File: src/rtl/alu8_sequencer_if.sv
// Command/response channel bundle for alu8_sequencer.
// master = command issuer / response consumer, slave = the sequencer.
interface alu8_sequencer_if;
    logic       cmd_valid;
    logic       cmd_ready;
    logic [3:0] cmd_op;
    logic [7:0] cmd_data;
    logic       rsp_valid;
    logic       rsp_ready;
    logic [7:0] rsp_data;
    logic [2:0] rsp_flags;
    logic       rsp_err;

    modport master (
        output cmd_valid, cmd_op, cmd_data, rsp_ready,
        input  cmd_ready, rsp_valid, rsp_data, rsp_flags, rsp_err
    );

    modport slave (
        input  cmd_valid, cmd_op, cmd_data, rsp_ready,
        output cmd_ready, rsp_valid, rsp_data, rsp_flags, rsp_err
    );
endinterface

File: src/rtl/alu8_sequencer.sv
// Command sequencer for an external 8-bit ALU: owns acc/flags, adds LOAD, CLRF and shift-add MUL.
// Optional sticky overflow output enabled by defining ALU8_SEQ_STICKY_V_EN.
module alu8_sequencer #(
    parameter int unsigned MUL_BITS = 8,
    parameter logic [7:0]  ACC_RST  = 8'h00
) (
    input  logic                     clk,
    input  logic                     rst,
    alu8_sequencer_if.slave          bus,
    output logic [2:0]               alu_sel,
    output logic [7:0]               alu_a,
    output logic [7:0]               alu_b,
    input  logic [7:0]               alu_y,
    input  logic                     alu_v,
    input  logic                     alu_z,
    input  logic                     alu_c,
    output logic                     flag_vs
);

    typedef enum logic [1:0] {StIdle, StExec, StMul, StResp} state_e;

    state_e     state_q, state_d;
    logic [7:0] acc_q, acc_d;
    logic [2:0] flags_q, flags_d;  // {v,z,c}
    logic [2:0] alu_sel_q, alu_sel_d;
    logic [7:0] alu_a_q, alu_a_d, alu_b_q, alu_b_d;
    logic       rsp_valid_q, rsp_valid_d;
    logic [7:0] rsp_data_q, rsp_data_d;
    logic [2:0] rsp_flags_q, rsp_flags_d;
    logic       rsp_err_q, rsp_err_d;
    logic [7:0] mcand_q, mcand_d, mplier_q, mplier_d, prod_q, prod_d;
    logic [2:0] step_q, step_d;
    logic       mul_c_q, mul_c_d;
    logic       accept, to_resp, err;
    logic [7:0] prod_cap;

    assign bus.cmd_ready = (state_q == StIdle) & ~rst;
    assign accept        = bus.cmd_valid & bus.cmd_ready;
    assign bus.rsp_valid = rsp_valid_q;
    assign bus.rsp_data  = rsp_data_q;
    assign bus.rsp_flags = rsp_flags_q;
    assign bus.rsp_err   = rsp_err_q;
    assign alu_sel       = alu_sel_q;
    assign alu_a         = alu_a_q;
    assign alu_b         = alu_b_q;

    // A MUL step only adds when it issued sel=6; sel=0 marks a skipped bit.
    assign prod_cap = (alu_sel_q == 3'd6) ? alu_y : prod_q;

    always_ff @(posedge clk) begin
        if (rst) begin
            state_q     <= StIdle;
            acc_q       <= ACC_RST;
            flags_q     <= 3'b000;
            alu_sel_q   <= 3'd0;
            alu_a_q     <= 8'h00;
            alu_b_q     <= 8'h00;
            rsp_valid_q <= 1'b0;
            rsp_data_q  <= 8'h00;
            rsp_flags_q <= 3'b000;
            rsp_err_q   <= 1'b0;
            mcand_q     <= 8'h00;
            mplier_q    <= 8'h00;
            prod_q      <= 8'h00;
            step_q      <= 3'd0;
            mul_c_q     <= 1'b0;
        end else begin
            state_q     <= state_d;
            acc_q       <= acc_d;
            flags_q     <= flags_d;
            alu_sel_q   <= alu_sel_d;
            alu_a_q     <= alu_a_d;
            alu_b_q     <= alu_b_d;
            rsp_valid_q <= rsp_valid_d;
            rsp_data_q  <= rsp_data_d;
            rsp_flags_q <= rsp_flags_d;
            rsp_err_q   <= rsp_err_d;
            mcand_q     <= mcand_d;
            mplier_q    <= mplier_d;
            prod_q      <= prod_d;
            step_q      <= step_d;
            mul_c_q     <= mul_c_d;
        end
    end

    always_comb begin
        state_d     = state_q;
        acc_d       = acc_q;
        flags_d     = flags_q;
        alu_sel_d   = alu_sel_q;
        alu_a_d     = alu_a_q;
        alu_b_d     = alu_b_q;
        rsp_valid_d = rsp_valid_q;
        rsp_data_d  = rsp_data_q;
        rsp_flags_d = rsp_flags_q;
        rsp_err_d   = rsp_err_q;
        mcand_d     = mcand_q;
        mplier_d    = mplier_q;
        prod_d      = prod_q;
        step_d      = step_q;
        mul_c_d     = mul_c_q;
        to_resp     = 1'b0;
        err         = 1'b0;

        unique case (state_q)
            StIdle: begin
                if (accept) begin
                    if (!bus.cmd_op[3]) begin
                        alu_sel_d = bus.cmd_op[2:0];
                        alu_a_d   = acc_q;
                        alu_b_d   = bus.cmd_data;
                        state_d   = StExec;
                    end else begin
                        case (bus.cmd_op[2:0])
                            3'd0: begin
                                acc_d   = bus.cmd_data;
                                flags_d = {1'b0, bus.cmd_data == 8'h00, 1'b0};
                                to_resp = 1'b1;
                            end
                            3'd1: begin
                                // Step 0 is issued at accept; later steps walk shifted copies.
                                alu_sel_d = bus.cmd_data[0] ? 3'd6 : 3'd0;
                                alu_a_d   = 8'h00;
                                alu_b_d   = acc_q;
                                mcand_d   = {acc_q[6:0], 1'b0};
                                mplier_d  = {1'b0, bus.cmd_data[7:1]};
                                prod_d    = 8'h00;
                                step_d    = 3'd0;
                                mul_c_d   = 1'b0;
                                state_d   = StMul;
                            end
                            3'd2: begin
                                flags_d = 3'b000;
                                to_resp = 1'b1;
                            end
                            default: begin
                                err     = 1'b1;
                                to_resp = 1'b1;
                            end
                        endcase
                    end
                end
            end
            StExec: begin
                acc_d   = alu_y;
                flags_d = {alu_v, alu_z, alu_c};
                to_resp = 1'b1;
            end
            StMul: begin
                prod_d  = prod_cap;
                mul_c_d = mul_c_q | ((alu_sel_q == 3'd6) & alu_c);
                if (step_q == 3'(MUL_BITS - 1)) begin
                    acc_d   = prod_cap;
                    flags_d = {1'b0, prod_cap == 8'h00, mul_c_d};
                    to_resp = 1'b1;
                end else begin
                    alu_sel_d = mplier_q[0] ? 3'd6 : 3'd0;
                    alu_a_d   = prod_cap;
                    alu_b_d   = mcand_q;
                    mcand_d   = {mcand_q[6:0], 1'b0};
                    mplier_d  = {1'b0, mplier_q[7:1]};
                    step_d    = step_q + 3'd1;
                end
            end
            StResp: begin
                if (bus.rsp_ready) begin
                    rsp_valid_d = 1'b0;
                    state_d     = StIdle;
                end
            end
            default: state_d = StIdle;
        endcase

        if (to_resp) begin
            state_d     = StResp;
            rsp_valid_d = 1'b1;
            rsp_data_d  = acc_d;
            rsp_flags_d = flags_d;
            rsp_err_d   = err;
        end
    end

`ifdef ALU8_SEQ_STICKY_V_EN
    logic flag_vs_q;
    logic vs_set, vs_clr;

    // MUL always finishes with v=0, so only ALU-op captures can set it.
    assign vs_set = (state_q == StExec) & alu_v;
    assign vs_clr = accept & (bus.cmd_op == 4'hA);

    always_ff @(posedge clk) begin
        if (rst) begin
            flag_vs_q <= 1'b0;
        end else if (vs_clr) begin
            flag_vs_q <= 1'b0;
        end else if (vs_set) begin
            flag_vs_q <= 1'b1;
        end
    end

    assign flag_vs = flag_vs_q;
`else
    assign flag_vs = 1'b0;
`endif

endmodule
File: src/flat_wrapper.sv
// flat-port wrapper written by rule: the top's interface ports become plain ports
module alu8_sequencer_flat 
#(
    parameter int unsigned MUL_BITS = 8,
    parameter logic [7:0]  ACC_RST  = 8'h00
)
  (clk, rst, alu_sel, alu_a, alu_b, alu_y, alu_v, alu_z, alu_c, flag_vs, bus_cmd_valid, bus_cmd_op, bus_cmd_data, bus_rsp_ready, bus_cmd_ready, bus_rsp_valid, bus_rsp_data, bus_rsp_flags, bus_rsp_err);
  alu8_sequencer_if bus_i ();
  input  logic clk;
  input  logic rst;
  output logic [2:0] alu_sel;
  output logic [7:0] alu_a;
  output logic [7:0] alu_b;
  input  logic [7:0] alu_y;
  input  logic alu_v;
  input  logic alu_z;
  input  logic alu_c;
  output logic flag_vs;
  input wire logic [$bits(bus_i.cmd_valid)-1:0] bus_cmd_valid;
  input wire logic [$bits(bus_i.cmd_op)-1:0] bus_cmd_op;
  input wire logic [$bits(bus_i.cmd_data)-1:0] bus_cmd_data;
  input wire logic [$bits(bus_i.rsp_ready)-1:0] bus_rsp_ready;
  output wire logic [$bits(bus_i.cmd_ready)-1:0] bus_cmd_ready;
  output wire logic [$bits(bus_i.rsp_valid)-1:0] bus_rsp_valid;
  output wire logic [$bits(bus_i.rsp_data)-1:0] bus_rsp_data;
  output wire logic [$bits(bus_i.rsp_flags)-1:0] bus_rsp_flags;
  output wire logic [$bits(bus_i.rsp_err)-1:0] bus_rsp_err;
  assign bus_i.cmd_valid = bus_cmd_valid;
  assign bus_i.cmd_op = bus_cmd_op;
  assign bus_i.cmd_data = bus_cmd_data;
  assign bus_i.rsp_ready = bus_rsp_ready;
  assign bus_cmd_ready = bus_i.cmd_ready;
  assign bus_rsp_valid = bus_i.rsp_valid;
  assign bus_rsp_data = bus_i.rsp_data;
  assign bus_rsp_flags = bus_i.rsp_flags;
  assign bus_rsp_err = bus_i.rsp_err;
  alu8_sequencer #(.MUL_BITS(MUL_BITS), .ACC_RST(ACC_RST)) u_core (.clk(clk), .rst(rst), .bus(bus_i), .alu_sel(alu_sel), .alu_a(alu_a), .alu_b(alu_b), .alu_y(alu_y), .alu_v(alu_v), .alu_z(alu_z), .alu_c(alu_c), .flag_vs(flag_vs));
endmodule
File: config.mk
export PLATFORM = sky130hd
export DESIGN_NAME = alu8_sequencer_flat
export DESIGN_NICKNAME = d
export VERILOG_FILES = /design/src/rtl/alu8_sequencer_if.sv /design/src/rtl/alu8_sequencer.sv /design/src/flat_wrapper.sv
export SDC_FILE = /design/constraint.sdc
export NUM_CORES = 1
export LEC_CHECK = 0
export CAP_MARGIN = 10
export CORE_ASPECT_RATIO = 0.7
export CORE_MARGIN = 2
export CORE_UTILIZATION = 49
export DETAILED_ROUTE_END_ITERATION = 10
export PLACE_DENSITY = 0.78
export SLEW_MARGIN = 20
export SYNTH_ARGS = -nofsm -noshare
export SYNTH_HDL_FRONTEND = slang
export SYNTH_SLANG_ARGS = --single-unit
export TNS_END_PERCENT = 10
File: constraint.sdc
create_clock -name clk -period 3.96 [get_ports clk]
set_input_delay 0.594 -clock clk [delete_from_list [all_inputs] [get_ports clk]]
set_output_delay 0.594 -clock clk [all_outputs]
set_load 0.01 [all_outputs]
==> out/qor.yml, run 1 <==
global_routing:
  grt_pass1_vias: 3514
  grt_overflow: 0
  grt_pass1_wl_mm: 18.6
  grt.total_usage_pct: 28.4
  met1_usage_pct: 40.3
  grtUsageMet3_pct: 8.47
  grt_max_degree: 42
  antenna_found_initial: 0
  met2_usage_pct: 40.9
  globalRoute.busiestLayer: "met2"
drt:
  drt_pre_antenna_iters: 8
  viasPerCell: 6.67
  post-route-drc-count: 0
  vias: 3975
  drtIter0Drc: 433
  antenna_left: 0
  wl_per_cell_microns: 20.2
  routed_wl_mm: 12.0
synthesis:
  ys_warn_count: 0
  avgSynthCellArea_sq_um: 8.39
  netlist_area_sq_um: 3830
  synthCells: 457
  synth_nets: 490
  seq_area_frac_synth_pct: 37.1
  yosysUniqueCellTypes: 52
  synth_edf_count: 0
  ys_ff_latch: 71
  async_reset_ff_share_pct: 0
  ys.flop_type: "dfxtp_1"
die:
  die_x_microns: 110
  io_pins: 61
  initial_core_util_pct: 51.5
  die_h_microns: 78.0
  fp.dieArea_sq_um: 8560
  core-area_sq_um: 7450
  fp-row-count: 26
place:
  gp_congestion: 0.933
  port_buffers: 59
  dp_slack_ns: 0.928
  dp_hpwl_mm: 8.22
sta:
  period_share_pct: 79.7
  worst_pin_slew_ns: 1.06
  setup_slack_ns: 0.804
  hold_viol: 0
  skew_ns: 0.00817
  fin_crit_ns: 3.16
  holdWs_ns: 0.468
  setup_violations: 0
  slew-limit-headroom_pct: 28.9
  setup_tns_ns: 0
  slew_violations: 0
  rsz0062_at_grt: "false"
  fmax_mhz: 317
final_layout:
  fin_nets: 527
  areaGrowthSynthToFinish_pct: 19.8
  drive_gt1_share_pct: 8.84
  antennaDiodeCount: 0
  fill_cells: 678
critical_path:
  critical_path_required_ns: 3.37
  cp_max_fo: 26
  worstSetupPathType: "flop to primary output"
  critPathArrivalTime_ns: 2.56
  end_kind: "primary output"
  crit_path_start_kind: "flop"
clock_network:
  cts_root_buffer: "clkbuf_8"
  cts_sinks: 71
  cts_setup_buffers: 0
  hold_buffers: 0
  cts_tree: "built"
  clkLatencyLatePin_ns: 0.36
  numCtsBuffers: 9
  path_clk_slew_ns: 0.07
  clk_path_buf_depth: 2
  htreeDepth: 3
  ctsResizeCount: 0
power:
  ir_drop_mv: 0.337
  leakagePower_nw: 1.52
  p_total_mw: 2.96
  powerDensity_nw_per_um2: 644
job:
  maxCapViolations: 0
min_path:
  hold_class: "flop to flop"
run_status:
  run_status: "complete, no violations"
==> cell type report <==
type	count	area, sq um	area share, %
Clock buffer	11	141	3.08
Clock inverter	4	22.5	0.490
Inverter	14	52.6	1.14
Multi-Input combinational cell	331	2180	47.5
Sequential cell	71	1420	30.9
Tap cell	98	123	2.67
Timing Repair Buffer	67	653	14.2
==> final timing paths <==
check | start | to | slack [ns] | depth (start not counted)
max | u_core.state_q[0] | bus_cmd_ready | 0.80 | 5
min reg2reg | u_core.alu_b[0] | u_core.alu_b[0] | 0.47 | 2
min | u_core.alu_b[0] | u_core.alu_b[0] | 0.47 | 2
max reg2reg | u_core.step_q[0] | u_core.alu_a[2] | 1.10 | 7
==> state kept, by name (all words and copies together), names as in the netlist <==
signal,count
u_core.state_q,2
u_core.mul_c_q,1
u_core.bus.rsp_data,8
u_core.bus.rsp_valid,1
u_core.bus.rsp_flags,3
u_core.alu_a,8
u_core.acc_q,8
u_core.flags_q,3
u_core.mplier_q,7
u_core.mcand_q,7
u_core.alu_sel,3
u_core.bus.rsp_err,1
u_core.prod_q,8
u_core.step_q,3
u_core.alu_b,8
==> worst max-delay path, stage by stage (launching register included) <==
cell and delay, ns:
dfxtp_1 0.34, inv_1 0.12, ha_1 0.71, inv_1 0.29, nor2_1 0.18, clkdlybuf4s50_1 0.55
==> cells in the mapped netlist (11+ instances only) <==
cell type / instances / area [sq um]
nand3_1: 26 / 130
nand2_1: 34 / 128
nor3_1: 11 / 55.1
a311oi_1: 16 / 140
mux2i_1: 13 / 130
clkbuf_1: 31 / 116
dfxtp_1: 71 / 1420
mux2_2: 15 / 169
o21ai_0: 33 / 165
a21oi_1: 53 / 265
nor2_1: 11 / 41.3
a211oi_1: 25 / 188
inv_1: 14 / 52.6
==> power by group <==
group,total [mW],leakage [nW],switching [mW],internal [mW]
combinational,1.40,0.859,0.826,0.575
sequential,1.05,0.578,0.159,0.887
clock,0.512,0.0850,0.274,0.238
==> placed cells by master, fill, tap and decap left out, types with 2 or more instances in the layout <==
master	Yosys	routed
a211oi_1	25	25
a21oi_1	53	53
a221o_1	6	6
a221oi_1	9	9
a22oi_1	9	9
a311oi_1	16	16
a31o_2	2	2
a31oi_1	5	5
and3_1	9	9
buf_4	1	7
clkbuf_8	0	10
clkdlybuf4s50_1	0	58
clkinv_2	0	3
dfxtp_1	71	71
ha_1	6	6
inv_1	14	14
mux2_2	15	15
mux2i_1	13	13
nand2_1	34	34
nand2b_1	3	3
nand3_1	26	26
nand3b_1	2	2
nand4_1	5	5
nor2_1	11	11
nor2b_1	3	3
nor3_1	11	11
nor4_1	5	5
o211a_1	2	2
o21a_1	3	3
o21ai_0	33	33
o32ai_1	2	2
or4_1	4	4
==> metrics by stage <==
step                      instances  instance area, sq um  utilization [%]
after floorplan                 457                  3830                -
after global placement          580                  4420             59.3
after detailed placement        580                  4420             59.3
after CTS                       595                  4580             61.5
after global routing            596                  4600             61.7
final                           596                  4600             61.7
==> cells by family after synthesis <==
logic type	after synthesis	share of synthesized area [%]
buffers and inverters	55	6.04
AO/OA/AOI/OAI	177	31.3
other	1	0.0978
multiplexers	28	7.80
adder cells (fa/ha/maj)	6	1.96
AND/OR/NAND/NOR	119	15.8
flip-flops	71	37.1
==> layer usage <==
metal	vias up	wire length [microns]
met5	-	0
met4	0	256
met3	31	1290
met2	225	5240
met1	1893	5260
li1	1826	-
Power figures use the tool's default switching activity.
==> inputs of run 2 (changes only) <==
Clock period 3.96 ns to 3 ns, I/O delays scaled along.
==> out/qor.yml, run 2 (synthesized netlist as in run 1, its figures left out) <==
clock_network:
  hold_buffers: 0  # unchanged
  numCtsBuffers: 9  # unchanged
  cts_sinks: 71  # unchanged
  cts_setup_buffers: 0  # unchanged
  clk_path_buf_depth: 2  # unchanged
  cts_root_buffer: "clkbuf_8"  # unchanged
  htreeDepth: 3  # unchanged
  path_clk_slew_ns: 0.07  # about the same
  clkLatencyLatePin_ns: 0.36  # about the same
  cts_tree: "built"  # unchanged
  ctsResizeCount: 0  # unchanged
critical_path:
  worstSetupPathType: "flop to primary output"  # unchanged
  crit_path_max_incr_delay_ns: 0.56  # was 0.71 ns
  end_kind: "primary output"  # unchanged
  critPathArrivalTime_ns: 2.04  # was 2.56 ns
  crit_top_cell: "inv_1"  # unchanged
  cp_max_fo: 8  # was 26
  critical_path_required_ns: 2.55  # was 3.37 ns
  slowest_stage: "clkdlybuf4s50_1"  # was ha_1
  rr_worst_depth: 7  # unchanged
  crit_path_start_kind: "flop"  # unchanged
  crit_chain: "inv_1, ha_1, inv_1, nor2_1, clkdlybuf4s50_1"  # unchanged
drt:
  wl_met2_mm: 5.34  # was 5.24 mm
  wl_per_cell_microns: 20.3  # was 20.2 microns
  drtIter0Drc: 436  # was 433
  wl_met3_mm: 1.32  # was 1.29 mm
  vias: 4009  # was 3975
  viasPerCell: 6.66  # was 6.67
  post-route-drc-count: 0  # unchanged
  drt_pre_antenna_iters: 5  # was 8
  routed_wl_mm: 12.2  # was 12.0 mm
  dr.max_layer_used: "met4"  # unchanged
  met1Wirelength_mm: 5.24  # was 5.26 mm
  antenna_left: 0  # unchanged
power:
  p_int_mw: 2.31  # was 1.70 mW
  power_frac_clock_pct: 17.7  # was 17.3%
  seq_power_share_pct: 34.6  # was 35.3%
  leakagePower_nw: 1.55  # was 1.52 nW
  p_sw_mw: 1.68  # was 1.26 mW
  p_total_mw: 3.98  # was 2.96 mW
  powerDensity_nw_per_um2: 859  # was 644 nW/um^2
  ir_drop_mv: 0.450  # was 0.337 mV
  combinationalPowerShare_pct: 47.7  # was 47.4%
  switching_share_pct: 42.1  # was 42.5%
die:
  core-area_sq_um: 7450  # unchanged
  io_pins: 61  # unchanged
  die_x_microns: 110  # unchanged
  fp-row-count: 26  # unchanged
  die_h_microns: 78.0  # unchanged
  fp.dieArea_sq_um: 8560  # unchanged
  initial_core_util_pct: 51.5  # unchanged
global_routing:
  grt_pass1_vias: 3703  # was 3514
  grt_max_degree: 55  # was 42
  antenna_found_initial: 0  # unchanged
  grt_pass1_wl_mm: 19.2  # was 18.6 mm
  grt_overflow: 0  # unchanged
  grt.total_usage_pct: 29.4  # was 28.4%
final_layout:
  layout.cells.non_filler: 602  # was 596
  fin_nets: 532  # was 527
  final_cell_mix: "dfxtp_1, clkdlybuf4s50_1, a21oi_1"  # unchanged
  antennaDiodeCount: 0  # unchanged
  final_common_cell: "dfxtp_1"  # unchanged
  areaGrowthSynthToFinish_pct: 20.9  # was 19.8%
  fill_cells: 663  # was 678
  drive_gt1_share_pct: 9.72  # was 8.84%
job:
  maxCapViolations: 0  # unchanged
place:
  gp_congestion: 0.970  # was 0.933
  dpl.cell_count: 586  # was 580
  dp_hpwl_mm: 8.53  # was 8.22 mm
  port_buffers: 59  # unchanged
sta:
  slew_violations: 0  # unchanged
  fin_crit_ns: 2.49
  fmax_mhz: 402
  setup_violations: 0  # unchanged
  rsz0062_at_grt: "false"  # unchanged
  slew-limit-headroom_pct: 42.2  # was 28.9%
  setup_tns_ns: 0  # unchanged
  hold_viol: 0  # unchanged
  period_share_pct: 82.9
  skew_ns: 0.00601  # was 0.00817 ns
  worst_pin_slew_ns: 0.867  # was 1.06 ns
run_status:
  run_status: "complete, no violations"  # unchanged
min_path:
  hold_class: "flop to flop"  # unchanged
  whs_path_depth: 2  # unchanged
-- run 2: per-stage QoR --
stage	instance area, sq um	setup WS [ns]	hold WS [ns]	util (%)
global route	4640	0.370	0.488	62.3
detailed placement	4460	0.300	0.467	59.9
floorplan	3830	0.914	0.447	-
CTS	4640	0.539	0.477	62.3
finish	4640	0.512	0.472	62.3
global placement	4460	0.349	0.456	59.9
-- run 2: layout make-up --
| type | instances | area [sq um] | share of cell area [%] |
|---|---|---|---|
| timing repair buffer | 72 | 683 | 14.7 |
| inverter | 14 | 52.6 | 1.13 |
| sequential | 71 | 1420 | 30.6 |
| clock inverter | 3 | 17.5 | 0.378 |
| tap | 98 | 123 | 2.64 |
| multi-input combinational | 331 | 2180 | 47.0 |
| clock buffer | 13 | 159 | 3.43 |
-- run 2: power groups by stage --
stage | Combinational (mW) | Clock (mW) | Sequential (mW)
6_report | 1.90 | 0.704 | 1.38
5_1_grt | 2.06 | 0.751 | 1.40
4_1_cts | 1.87 | 0.713 | 1.36
3_5_place_dp | 1.86 | 0 | 1.38
3_3_place_gp | 1.82 | 0 | 1.37
2_1_floorplan | 1.17 | 0 | 1.37
-- run 2: routing by layer --
| metal | vias up | track usage (%) |
|---|---|---|
| li1 | 1829 | - |
| met1 | 1925 | 39.9 |
| met2 | 216 | 43.5 |
| met3 | 39 | 8.80 |
| met4 | 0 | 11.6 |
| met5 | - | 0 |
-- run 2: final timing paths --
kind	from	to	slack, ns
worst min register to register	u_core.alu_b[1]	u_core.alu_b[1]	0.47
worst max-delay path	u_core.state_q[0]	bus_cmd_ready	0.51
worst min-delay path	u_core.alu_b[1]	u_core.alu_b[1]	0.47
worst max register to register	u_core.state_q[0]	u_core.prod_q[1]	0.56
-- run 2: critical path, delay by kind of cell, from the launching register on --
family | cells | cell delay (ns)
buf+inv | 3 | 0.84
fa+ha+maj | 1 | 0.35
flops | 1 | 0.33
simple gates | 1 | 0.16
